==> config.mk <==
export PLATFORM = sky130hd
export DESIGN_NAME = fir_feeder
export DESIGN_NICKNAME = d
export VERILOG_FILES = /design/src/rtl/fir_pkg.sv /design/src/rtl/fir_feeder_fifo.sv /design/src/rtl/fir_feeder.sv
export SDC_FILE = /design/constraint.sdc
export NUM_CORES = 1
export LEC_CHECK = 0
export ABC_AREA = 0
export CAP_MARGIN = 20
export CORE_AREA = 4 4 141 143
export CTS_CLUSTER_DIAMETER = 50
export DETAILED_ROUTE_END_ITERATION = 6
export DIE_AREA = 0 0 145 147
export DONT_BUFFER_PORTS = 1
export PLACE_DENSITY = 0.43
export SLEW_MARGIN = 25
export SYNTH_ARGS = -nofsm -noshare
export SYNTH_HDL_FRONTEND = slang
export SYNTH_HIERARCHICAL = 1
export SYNTH_SLANG_ARGS = --single-unit
==> constraint.sdc <==
create_clock -name clk -period 3.75 [get_ports clk]
set_clock_uncertainty 0.15 [all_clocks]
set_input_delay 0 -clock clk [delete_from_list [all_inputs] [get_ports clk]]
set_output_delay 0 -clock clk [all_outputs]
set_load 0.01 [all_outputs]
==> src/rtl/fir_pkg.sv <==
// Shared widths, state encoding and flush length for the FIR feeder.
// FIR_FEEDER_ZERO_FILL_EN adds the FLUSH state.
package fir_pkg;

  localparam int DEF_X_N_SIZE     = 8;
  localparam int DEF_TAP_SIZE     = 6;
  localparam int DEF_NBR_OF_TAPS  = 2;
  localparam int DEF_FIFO_DEPTH   = 8;
  localparam int DEF_SETUP_CYCLES = 4;

  localparam logic [2:0] ST_WAIT_SETUP = 3'd0;
  localparam logic [2:0] ST_IDLE       = 3'd1;
  localparam logic [2:0] ST_CFG_LEAD   = 3'd2;
  localparam logic [2:0] ST_CFG_SHIFT  = 3'd3;
  localparam logic [2:0] ST_GAP        = 3'd4;
  localparam logic [2:0] ST_STREAM     = 3'd5;
`ifdef FIR_FEEDER_ZERO_FILL_EN
  localparam logic [2:0] ST_FLUSH      = 3'd6;
`endif

  typedef enum logic [2:0] {
    S_WAIT_SETUP = ST_WAIT_SETUP,
    S_IDLE       = ST_IDLE,
    S_CFG_LEAD   = ST_CFG_LEAD,
    S_CFG_SHIFT  = ST_CFG_SHIFT,
    S_GAP        = ST_GAP,
`ifdef FIR_FEEDER_ZERO_FILL_EN
    S_STREAM     = ST_STREAM,
    S_FLUSH      = ST_FLUSH
`else
    S_STREAM     = ST_STREAM
`endif
  } state_t;

  // Zeros needed to push the last real sample through the delay line
  function automatic int flush_len(input int taps);
    return 2 * taps - 1;
  endfunction

endpackage

==> src/rtl/fir_feeder_fifo.sv <==
// Sample FIFO for the FIR feeder: pointer based, registered count.
// Push while full and pop while empty are ignored.
module fir_feeder_fifo #(
  parameter int WIDTH = 8,
  parameter int DEPTH = 8
) (
  input  logic                     clk,
  input  logic                     reset,
  input  logic                     i_push,
  input  logic [WIDTH-1:0]         i_data,
  input  logic                     i_pop,
  output logic [WIDTH-1:0]         o_data,
  output logic [$clog2(DEPTH):0]   o_count,
  output logic                     o_full,
  output logic                     o_empty
);

  localparam int PW = $clog2(DEPTH);

  logic [WIDTH-1:0] r_mem [DEPTH];
  logic [PW-1:0]    r_wr_ptr;
  logic [PW-1:0]    r_rd_ptr;
  logic [PW:0]      r_count;
  logic             w_push;
  logic             w_pop;

  assign o_full  = (r_count == (PW+1)'(DEPTH));
  assign o_empty = (r_count == '0);
  assign w_push  = i_push && !o_full;
  assign w_pop   = i_pop && !o_empty;
  assign o_data  = r_mem[r_rd_ptr];
  assign o_count = r_count;

  always_ff @(posedge clk) begin
    if (reset) begin
      r_wr_ptr <= '0;
      r_rd_ptr <= '0;
      r_count  <= '0;
    end else begin
      if (w_push) r_wr_ptr <= r_wr_ptr + PW'(1);
      if (w_pop)  r_rd_ptr <= r_rd_ptr + PW'(1);
      case ({w_push, w_pop})
        2'b10:   r_count <= r_count + (PW+1)'(1);
        2'b01:   r_count <= r_count - (PW+1)'(1);
        default: r_count <= r_count;
      endcase
    end
  end

  always_ff @(posedge clk) begin
    if (w_push) r_mem[r_wr_ptr] <= i_data;
  end

endmodule

==> src/rtl/fir_feeder.sv <==
// Input-side driver for the 2-tap adaptive FIR: coefficient upload + sample stream.
// Define FIR_FEEDER_ZERO_FILL_EN to zero-fill the FIR delay line when the stream runs dry.
module fir_feeder
  import fir_pkg::*;
#(
  parameter int X_N_SIZE     = DEF_X_N_SIZE,
  parameter int TAP_SIZE     = DEF_TAP_SIZE,
  parameter int NBR_OF_TAPS  = DEF_NBR_OF_TAPS,
  parameter int FIFO_DEPTH   = DEF_FIFO_DEPTH,
  parameter int SETUP_CYCLES = DEF_SETUP_CYCLES
) (
  input  logic                           clk,
  input  logic                           reset,
  input  logic                           coef_wr,
  input  logic [$clog2(NBR_OF_TAPS)-1:0] coef_addr,
  input  logic [TAP_SIZE-1:0]            coef_data,
  input  logic                           load_req,
  input  logic                           s_wr_valid,
  input  logic [X_N_SIZE-1:0]            s_wr_data,
  output logic                           s_wr_ready,
  output logic [X_N_SIZE-1:0]            x_n,
  output logic                           s_set_coeffs,
  output logic                           s_axis_fir_tvalid,
  output logic                           busy
);

  localparam int AW   = $clog2(NBR_OF_TAPS);
  localparam int FW   = $clog2(FIFO_DEPTH) + 1;
  localparam int CMAX = SETUP_CYCLES + 2 * NBR_OF_TAPS;
  localparam int CW   = $clog2(CMAX + 1);
`ifdef FIR_FEEDER_ZERO_FILL_EN
  localparam int FLEN = flush_len(NBR_OF_TAPS);
`endif

  state_t                r_state;
  logic [CW-1:0]         r_cnt;
  logic                  r_load_pending;
  logic [TAP_SIZE-1:0]   r_coef [NBR_OF_TAPS];
  logic [X_N_SIZE-1:0]   r_x_n;
  logic                  r_set;
  logic                  r_tvalid;

  logic                  w_push;
  logic                  w_pop;
  logic [X_N_SIZE-1:0]   w_head;
  logic [FW-1:0]         w_count;
  logic                  w_full;
  logic                  w_empty;
  logic                  w_cfg;
  logic                  w_coef_we;
  logic                  w_load_clr;
  logic [X_N_SIZE-1:0]   w_lead_coef;
  logic [X_N_SIZE-1:0]   w_shift_coef;

  fir_feeder_fifo #(
    .WIDTH (X_N_SIZE),
    .DEPTH (FIFO_DEPTH)
  ) u_fifo (
    .clk     (clk),
    .reset   (reset),
    .i_push  (w_push),
    .i_data  (s_wr_data),
    .i_pop   (w_pop),
    .o_data  (w_head),
    .o_count (w_count),
    .o_full  (w_full),
    .o_empty (w_empty)
  );

  assign s_wr_ready = (w_count < FW'(FIFO_DEPTH));
  assign w_push     = s_wr_valid && !w_full;

  assign w_cfg      = (r_state == S_CFG_LEAD) || (r_state == S_CFG_SHIFT);
  assign w_coef_we  = coef_wr && !w_cfg;
  assign w_load_clr = (r_state == S_CFG_SHIFT) &&
                      (r_cnt == CW'(NBR_OF_TAPS - 1));

  assign w_pop = !w_empty &&
                 (((r_state == S_IDLE) && !r_load_pending && !load_req) ||
                  ((r_state == S_STREAM) && !r_load_pending));

  assign w_lead_coef = X_N_SIZE'($signed(r_coef[NBR_OF_TAPS-1]));

  // Highest tap leaves first: shift step k carries coef[N-1-k]
  always_comb begin
    w_shift_coef = w_lead_coef;
    for (int i = 0; i < NBR_OF_TAPS; i++) begin
      if (r_cnt == CW'(NBR_OF_TAPS - 1 - i))
        w_shift_coef = X_N_SIZE'($signed(r_coef[i]));
    end
  end

  always_ff @(posedge clk) begin
    if (reset) begin
      for (int i = 0; i < NBR_OF_TAPS; i++) r_coef[i] <= '0;
    end else if (w_coef_we) begin
      for (int i = 0; i < NBR_OF_TAPS; i++) begin
        if (coef_addr == AW'(i)) r_coef[i] <= coef_data;
      end
    end
  end

  always_ff @(posedge clk) begin
    if (reset)           r_load_pending <= 1'b0;
    else if (w_load_clr) r_load_pending <= 1'b0;
    else if (load_req)   r_load_pending <= 1'b1;
  end

  always_ff @(posedge clk) begin
    if (reset) begin
      r_state  <= S_WAIT_SETUP;
      r_cnt    <= '0;
      r_x_n    <= '0;
      r_set    <= 1'b0;
      r_tvalid <= 1'b0;
    end else begin
      r_x_n    <= '0;
      r_set    <= 1'b0;
      r_tvalid <= 1'b0;
      case (r_state)
        S_WAIT_SETUP: begin
          if (r_cnt == CW'(SETUP_CYCLES - 1)) begin
            r_state <= S_IDLE;
            r_cnt   <= '0;
          end else begin
            r_cnt <= r_cnt + CW'(1);
          end
        end
        S_IDLE: begin
          if (r_load_pending || load_req) begin
            r_state <= S_CFG_LEAD;
          end else if (!w_empty) begin
            r_state  <= S_STREAM;
            r_x_n    <= w_head;
            r_tvalid <= 1'b1;
          end
        end
        S_CFG_LEAD: begin
          r_set   <= 1'b1;
          r_x_n   <= w_lead_coef;
          r_cnt   <= '0;
          r_state <= S_CFG_SHIFT;
        end
        S_CFG_SHIFT: begin
          r_set <= 1'b1;
          r_x_n <= w_shift_coef;
          if (w_load_clr) begin
            r_state <= S_GAP;
            r_cnt   <= '0;
          end else begin
            r_cnt <= r_cnt + CW'(1);
          end
        end
        S_GAP: begin
          if (r_load_pending)  r_state <= S_CFG_LEAD;
          else if (!w_empty)   r_state <= S_STREAM;
          else                 r_state <= S_IDLE;
        end
        S_STREAM: begin
          if (r_load_pending) begin
            r_state <= S_GAP;
          end else if (!w_empty) begin
            r_x_n    <= w_head;
            r_tvalid <= 1'b1;
          end else begin
`ifdef FIR_FEEDER_ZERO_FILL_EN
            r_tvalid <= 1'b1;
            r_cnt    <= '0;
            if (FLEN < 2) r_state <= S_IDLE;
            else          r_state <= S_FLUSH;
`else
            r_state <= S_IDLE;
`endif
          end
        end
`ifdef FIR_FEEDER_ZERO_FILL_EN
        S_FLUSH: begin
          r_tvalid <= 1'b1;
          if (r_cnt == CW'(FLEN - 2)) begin
            r_state <= S_IDLE;
            r_cnt   <= '0;
          end else begin
            r_cnt <= r_cnt + CW'(1);
          end
        end
`endif
        default: r_state <= S_IDLE;
      endcase
    end
  end

  assign x_n               = r_x_n;
  assign s_set_coeffs      = r_set;
  assign s_axis_fir_tvalid = r_tvalid;
  assign busy              = (r_state != S_IDLE);

endmodule

==> results.json, run 1 <==
{
  "hold_viol": 0,
  "setup_violations": 0,
  "die_y_um": 147,
  "drive_gt1_share_pct": 17.84,
  "register_area_um2": 2903,
  "cts_root_buf": "clkbuf_16",
  "fp.dieW_um": 145,
  "synth_area_um2": 4578,
  "portBuffers": 0,
  "netlist_instances": 309,
  "grt_pass1_wl_um": 14950,
  "pre_cts_ws_ps": 488.6,
  "clkTransAtPathRegs_ps": 70,
  "p_leak_nw": 1.732,
  "ant_nets": 0,
  "grt_max_degree": 25,
  "worstSetupEndpointType": "flip-flop",
  "cts_setup_buffers": 0,
  "cts_buffer_depth": 2,
  "cts_tree": "yes",
  "areaGrowthSynthToFinish_pct": 16.84,
  "slew_headroom_pct": 38.04,
  "dp_hpwl_um": 6450,
  "rsz0062_at_grt": "false",
  "status": "finished, final reports clean",
  "firstDrtPassIters": 4,
  "layout.nets": 365,
  "setup_ws_ps": 498.6,
  "synthFlopType": "edfxtp_1",
  "htreeDepth": 3,
  "viasPerCell": 4.458,
  "hold_slack_ps": 14.24,
  "peakVddDrop_mv": 0.2016,
  "synth_nets": 337,
  "max_freq_mhz": 307.6,
  "antenna_found_initial": 2,
  "rows": 50,
  "intPower_mw": 1.941,
  "layout_common_cells": "edfxtp_1, dfxtp_1, nor2_1",
  "vias": 2572,
  "swShare_pct": 26.33,
  "numCtsBuffers": 9,
  "multiInputGateArea_um2": 1556,
  "pwr-share-clk_pct": 33.7,
  "cp_max_fo": 14,
  "drv_slew": 0,
  "holdCritPathClass": "primary input to flip-flop",
  "core-area_um2": 18580,
  "seq_power_share_pct": 52.8,
  "hold_path_depth": 4,
  "synth_cell_types": 57,
  "pwr_density_cell_nw_per_um2": 492.5,
  "r2r_setup_slack_ps": 500,
  "reg2reg_depth": 8,
  "tns_ps": 0,
  "io_pins": 32,
  "insertion_delay_ps": 350,
  "ys_ff_latch": 107,
  "max_slew.worst_pin.slew_ps": 926.3,
  "wirelength_um": 9517,
  "required_ps": 3830,
  "cts.sinks": 107,
  "switching_power_mw": 0.6936,
  "cp-start-kind": "flip-flop",
  "grt_pass1_vias": 2614,
  "place.gp.congestion": 0.7364,
  "synth.avg_cell_area_um2": 14.82,
  "drt_iter0_markers": 223,
  "ys_seq_area_share_pct": 63.41,
  "track_usage_pct": 9.165,
  "comb_power_share_pct": 13.5,
  "nFillCells": 1834,
  "async_reset_ff_share_pct": 0,
  "wl_per_cell_um": 16.49,
  "yosysWarnings": 6,
  "worst_ep_arrival_time_ps": 3340,
  "synth_enable_flop_cells": 76,
  "finalCritPeriodShare_pct": 86.70,
  "fin_crit_ps": 3251,
  "overflow": 0,
  "dieArea_um2": 21320,
  "maxCapViolations": 0,
  "final_common_cell": "edfxtp_1",
  "start_util_pct": 24.64,
  "critPathKind": "flip-flop to flip-flop",
  "drc": 0
}
==> worst paths after layout <==
kind,start,to
setup / recovery,r_state[0],u_fifo/o_count[3]
hold / removal,load_req,r_state[2]
hold reg to reg,r_cnt[1],r_cnt[1]
setup reg to reg,r_state[0],u_fifo/o_count[3]
==> through the flow <==
step	std cells	area (um^2)	power [mW]	util, %
2_1_floorplan	309	4578	1.669	-
3_3_place_gp	539	4858	1.741	26.15
3_5_place_dp	539	4858	1.746	26.15
4_1_cts	576	5344	2.668	28.76
5_1_grt	577	5349	2.758	28.79
6_report	577	5349	2.634	28.79
==> what timing repair did <==
action,in CTS,in global routing
endpoints found under the hold margin,112,0
endpoints found under the setup margin,0,0
hold buffers,21,0
resized for setup,0,0
==> metal layers <==
layer / vias to the layer above / wire length [um] / track usage (%)
met2: 33 / 4617 / 14.88
met1: 1286 / 4416 / 11.68
met4: 2 / 243 / 4.751
met5: - / 13 / 0
li1: 1236 / - / -
met3: 15 / 226 / 1.789
==> cell usage after synthesis, drive strengths merged (4+ instances only) <==
| master | instances | area, um^2 |
|---|---|---|
| a31oi | 5 | 31.28 |
| nand2 | 18 | 91.34 |
| mux2 | 11 | 123.9 |
| nor2 | 23 | 88.84 |
| a21oi | 10 | 53.80 |
| nor3 | 6 | 30.03 |
| xnor2 | 4 | 35.03 |
| edfxtp | 76 | 2282 |
| nor4 | 4 | 46.29 |
| buf | 13 | 97.59 |
| nor2b | 7 | 43.79 |
| ha | 8 | 100.1 |
| o21ai | 7 | 35.03 |
| mux4 | 16 | 390.4 |
| xor2 | 6 | 60.06 |
| a211oi | 4 | 35.03 |
| nand2b | 7 | 51.30 |
| inv | 5 | 18.77 |
| nand3 | 15 | 80.08 |
| and2 | 7 | 43.80 |
| dfxtp | 31 | 620.6 |
==> cells by family after synthesis <==
logic type,count (synthesis),share of synthesized area [%]
fa+ha+maj,8,2.186
compound gates,36,5.357
simple gates,98,12.52
xor+xnor,10,2.077
buf+inv,21,2.788
mux,29,11.67
flops,107,63.41
==> area by class of cell <==
type | count | share of cell area (%)
multi-input combinational | 181 | 29.10
clock inverter | 6 | 0.8655
timing repair buffer | 33 | 5.614
clock buffer | 10 | 4.281
inverter | 5 | 0.3509
tap | 234 | 5.474
antenna | 1 | 0.04678
sequential | 107 | 54.27
==> power groups by stage <==
stage                     Sequential, mW  Combinational (mW)  Clock, mW
after floorplan                     1.39               0.276          0
after global placement              1.42               0.324          0
after detailed placement            1.42               0.328          0
after CTS                           1.39               0.360      0.917
after global routing                1.40               0.394      0.963
final                               1.39               0.355      0.887
==> worst max-delay path, stage by stage, from the launching register on <==
cell      delay [ps]
dfxtp_1          640
nand2b_4         120
nor4_4           500
o41a_1           400
ha_1             320
nand2_1           90
mux2_2           270
o41ai_1          290
mux2_2           370
==> flip-flops by register name, indices dropped and copies added (netlist names), named ones only <==
signal and flops:
u_fifo/o_count 4, u_fifo/r_rd_ptr 3, s_axis_fir_tvalid 1, r_state 3
r_cnt 4, r_coef 12, u_fifo/r_wr_ptr 3, x_n 8
r_load_pending 1, u_fifo/r_mem 64, s_set_coeffs 1
Power figures use the tool's default switching activity.
==> run 2, diff against run 1 <==
CORE_AREA = 4 4 106 108   (was 4 4 141 143)
DIE_AREA = 0 0 110 112   (was 0 0 145 147)
PLACE_DENSITY = 0.62   (was 0.43)
==> results.json, run 2 (synthesis results as in run 1) <==
{
  "status": "finished, final reports clean",
  "worst-path-buf-inv": 0,
  "grt_max_degree": 25,
  "p_leak_nw": 1.689,
  "pwr-share-clk_pct": 28.5,
  "layout_common_cells": "edfxtp_1, dfxtp_1, nor2_1",
  "required_ps": 3840,
  "comb_power_share_pct": 13.8,
  "cp.depth": 8,
  "crit_top_cell": "mux2_2",
  "overflow": 0,
  "drv_slew": 0,
  "hold_end": "r_state[0]",
  "cts_setup_buffers": 0,
  "dieArea_um2": 12320,
  "pwr_density_cell_nw_per_um2": 473.9,
  "wirelength_um": 8310,
  "tns_ps": 0,
  "cp_max_fo": 14,
  "drive_gt1_share_pct": 16.76,
  "cts.sinks": 107,
  "drc": 0,
  "rows": 37,
  "cp-start-kind": "flip-flop",
  "max_freq_mhz": 307.6,
  "holdCritPathClass": "primary input to flip-flop",
  "setup_violations": 0,
  "die_y_um": 112,
  "dp_hpwl_um": 5447,
  "finalCritPeriodShare_pct": 86.69,
  "ant_nets": 0,
  "cts_root_buf": "clkbuf_8",
  "cts_tree": "yes",
  "reg2reg_depth": 8,
  "dp_cells": 440,
  "swShare_pct": 25.97,
  "hold_viol": 0,
  "cpLargestDelayFamily": "simple AND/OR/NAND/NOR gates",
  "min_from": "load_req",
  "core-area_um2": 10230,
  "track_usage_pct": 14.43,
  "maxCapViolations": 0,
  "rsz0062_at_grt": "false",
  "regMostFlops": "u_fifo/r_mem",
  "drt_iter0_markers": 117,
  "critPathKind": "flip-flop to flip-flop",
  "hold_path_depth": 3,
  "max_stage_delay_ps": 630,
  "grt_pass1_wl_um": 13380,
  "crit_slowest_cell": "dfxtp_1",
  "r2r-start": "r_state[0]",
  "worst_ep_arrival_time_ps": 3350,
  "numCtsBuffers": 9,
  "peakVddDrop_mv": 0.2378,
  "viasPerCell": 5.342,
  "switching_power_mw": 0.6298,
  "io_pins": 32,
  "wl_per_cell_um": 17.46,
  "r2r_end": "u_fifo/o_count[3]",
  "worstSetupEndpointType": "flip-flop",
  "place.gp.congestion": 0.7323,
  "intPower_mw": 1.796,
  "seq_power_share_pct": 57.7,
  "slew_headroom_pct": 39.99,
  "grt_pass1_vias": 2518,
  "final_common_cell": "edfxtp_1",
  "fp.dieW_um": 110,
  "portBuffers": 0,
  "clkTransAtPathRegs_ps": 90,
  "fin_crit_ps": 3251,
  "layout.nets": 363,
  "p_total_mw": 2.425,
  "max_slew.worst_pin.slew_ps": 897.2,
  "final_cells": 476,
  "largest_reg_flops": 64,
  "r2r_setup_slack_ps": 500,
  "htreeDepth": 3,
  "vias": 2543,
  "areaGrowthSynthToFinish_pct": 11.78,
  "insertion_delay_ps": 350,
  "cts_buffer_depth": 2,
  "antenna_found_initial": 0,
  "firstDrtPassIters": 6,
  "path_cells": "nand2b_4 -> nor4_4 -> o41a_1 -> ha_1 -> nand2_1 -> mux2_2 -> o41ai_1 -> mux2_2",
  "start_util_pct": 44.75,
  "diodes": 0
}
[run 2: cell types whose count changed in the layout (fill, tap and decap cells not counted), sizes merged]
cell,change
buf,-1
inv,-2
clkinvlp,-2
bufinv,+1
clkbuf,+1
diode,-1
clkinv,+2
dlygate4sd3,-1
[run 2: layer usage]
layer,vias to the layer above,share of wire [%],track usage [%]
li1,1224,-,-
met1,1257,46,19.62
met2,57,49,23.06
met3,5,3.6,3.304
met4,0,0.85,4.239
met5,-,0,0
[run 2: how the worst max path moves through the flow]
stage,from,slack [ps],endpoint
2_1_floorplan,u_fifo/o_count[1],870,u_fifo/o_count[3]
3_3_place_gp,r_state[0],640,u_fifo/o_count[3]
3_5_place_dp,r_state[0],520,u_fifo/o_count[3]
4_1_cts,r_state[0],490,u_fifo/o_count[3]
5_1_grt,r_state[0],270,u_fifo/o_count[2]
6_report,r_state[0],500,u_fifo/o_count[3]
[run 2: stage by stage]
step                      worst slack, ps  hold slack (ps)  cell area, um^2  utilization (%)
after floorplan                     872.9           -51.13             4578                -
after global placement              644.8           -82.77             4722            46.15
after detailed placement            518.7           -77.89             4722            46.15
after CTS                           488.2           0.9897             5117            50.02
after global routing                267.6            39.19             5117            50.02
final                               499.1            22.00             5117            50.02
[run 2: power groups by stage]
stage	combinational, mW	clock, mW	sequential [mW]
6_report	0.333	0.692	1.40
2_1_floorplan	0.276	0	1.39
5_1_grt	0.371	0.777	1.41
3_3_place_gp	0.299	0	1.42
4_1_cts	0.336	0.715	1.40
3_5_place_dp	0.304	0	1.43
[run 2: repair_timing]
action	CTS	global route
endpoints found under the hold margin	118	0
resized for setup	0	0
hold buffers	20	0
[run 2: area by class of cell]
cell class / count / area (um^2)
clock inverter: 5 / 63.81
sequential: 107 / 2903
multi-input combinational: 181 / 1548
clock buffer: 11 / 131.4
tap: 136 / 170.2
timing repair buffer: 31 / 282.8
fill: 855 / 5114
inverter: 5 / 18.77
[run 2: worst register-to-register path: stages, from the launching register on]
cell and delay, ps:
dfxtp_1 630, nand2b_4 120, nor4_4 510, o41a_1 390, ha_1 320, nand2_1 80, mux2_2 260, o41ai_1 310
mux2_2 370
==> run 3, diff against run 2 <==
CELL_PAD_IN_SITES_DETAIL_PLACEMENT = 1   (was unset)
CELL_PAD_IN_SITES_GLOBAL_PLACEMENT = 2   (was unset)
CTS_CLUSTER_SIZE = 28   (was unset)
PLACE_DENSITY = 0.8   (was 0.62)
clock period = 3.3 ns   (was 3.75 ns; I/O delays follow)
==> results.json, run 3 (synthesis results as in run 1) <==
{
  "drive_gt1_share_pct": 17.68,
  "grt_max_degree": 25,
  "max_freq_mhz": 334.6,
  "setup_violations": 0,
  "critical_path.startpoint": "u_fifo/o_count[1]",
  "place.gp.congestion": 0.7255,
  "dp_hpwl_um": 6053,
  "max_slew.worst_pin.slew_ps": 960.8,
  "rsz0062_at_grt": "false",
  "finalCritPeriodShare_pct": 90.57,
  "layout_common_cells": "edfxtp_1, dfxtp_1, nor2_1",
  "final_common_cell": "edfxtp_1",
  "htreeDepth": 3,
  "track_usage_pct": 15.63,
  "hold_viol": 0,
  "pre_cts_ws_ps": 312.5,
  "fp.dieW_um": 110,
  "wirelength_um": 8969,
  "clkTransAtPathRegs_ps": 100,
  "vias": 2572,
  "rows": 37,
  "areaGrowthSynthToFinish_pct": 12.30,
  "peakVddDrop_mv": 0.2946,
  "cp-start-kind": "flip-flop",
  "overflow": 0,
  "reg2reg_depth": 11,
  "maxCapViolations": 0,
  "cts_buffer_depth": 2,
  "viasPerCell": 5.347,
  "tns_ps": 0,
  "ant_nets": 0,
  "cp_max_fo": 8,
  "cts.sinks": 107,
  "dieArea_um2": 12320,
  "wl_per_cell_um": 18.65,
  "worst_ep_arrival_time_ps": 3120,
  "numCtsBuffers": 9,
  "r2r_setup_slack_ps": 310,
  "nFillCells": 1014,
  "min_from": "load_req",
  "layout.nets": 368,
  "pwr_density_cell_nw_per_um2": 533.2,
  "core-area_um2": 10230,
  "fin_crit_ps": 2989,
  "cts_root_buf": "clkbuf_8",
  "critPathKind": "flip-flop to flip-flop",
  "regMostFlops": "u_fifo/r_mem",
  "start_util_pct": 44.75,
  "drc": 0,
  "grt_pass1_vias": 2725,
  "cts_tree": "yes",
  "drt_iter0_markers": 131,
  "setup_ws_ps": 311.0,
  "die_y_um": 112,
  "final_core_util_pct": 50.25,
  "ctsResizeCount": 0,
  "insertion_delay_ps": 360,
  "portBuffers": 0,
  "grt_pass1_wl_um": 14630,
  "r2r_end": "u_fifo/o_count[2]",
  "drv_slew": 0,
  "p_leak_nw": 1.704,
  "largest_reg_flops": 64,
  "diodes": 0,
  "worstSetupEndpointType": "flip-flop",
  "crit_end": "u_fifo/o_count[2]",
  "r2r-start": "u_fifo/o_count[1]",
  "hold_slack_ps": 59.34,
  "antenna_found_initial": 0,
  "holdCritPathClass": "primary input to flip-flop",
  "status": "finished, final reports clean",
  "required_ps": 3440,
  "io_pins": 32,
  "firstDrtPassIters": 4,
  "slew_headroom_pct": 35.73
}
-- run 3: cell types whose count changed in the layout (fill, tap and decap cells not counted), sizes merged --
cell / previous run / this run
buf: 11 / 15
bufinv: 1 / 0
clkbuf: 11 / 12
clkinv: 3 / 1
clkinvlp: 0 / 1
dlygate4sd3: 20 / 21
inv: 6 / 7
-- run 3: worst max-delay path, stage by stage, from the launching register on --
cell and delay [ps]:
dfxtp_1 500, or4b_4 260, inv_1 50, nor2b_1 450, nand2_8 140, ha_1 310
xor2_1 170, ha_1 190, a21oi_1 140, xor2_1 90, or3_1 320, a21oi_1 140
-- run 3: repair_timing --
item | in CTS | in global routing
endpoints found under the setup margin | 0 | 0
hold buffers | 21 | 0
setup buffers | 0 | 0
hold endpoints to repair | 119 | 0
-- run 3: layout make-up --
class	instances	area (um^2)	area share [%]
clock inverter	4	33.78	0.6571
inverter	5	18.77	0.3651
clock buffer	12	145.1	2.823
tap	136	170.2	3.310
timing repair buffer	36	322.8	6.279
sequential	107	2903	56.46
multi-input combinational	181	1548	30.10
-- run 3: through the flow --
step / instances / power, mW / cell area [um^2]
after floorplan: 309 / 1.896 / 4578
after global placement: 444 / 1.985 / 4752
after detailed placement: 444 / 1.997 / 4752
after CTS: 481 / 2.767 / 5141
after global routing: 481 / 2.895 / 5141
final: 481 / 2.741 / 5141
-- run 3: metal layers --
metal | routed length [um] | vias to the layer above | global-route usage [%] | part of all wire, %
met5 | 0 | - | 0 | 0
li1 | - | 1240 | - | -
met4 | 53 | 0 | 2.743 | 0.59
met1 | 4113 | 1282 | 20.70 | 46
met2 | 4396 | 44 | 25.93 | 49
met3 | 406 | 6 | 4.348 | 4.5
-- run 3: where the power goes --
group	total, mW	internal [mW]	switching [mW]
clock	0.740	0.303	0.437
combinational	0.433	0.188	0.245
sequential	1.57	1.51	0.0569
total	2.74	2.00	0.739
-- run 3: worst min path at each step --
| stage | endpoint | slack [ps] | depth (start not counted) |
|---|---|---|---|
| 5_1_grt | r_state[0] | 70 | 3 |
| 6_report | r_state[0] | 60 | 3 |
| 3_5_place_dp | u_fifo/r_wr_ptr[1] | -80 | 1 |
| 2_1_floorplan | u_fifo/r_mem[0][0] | -50 | 0 |
| 4_1_cts | r_state[0] | 40 | 3 |
| 3_3_place_gp | u_fifo/r_wr_ptr[1] | -80 | 1 |
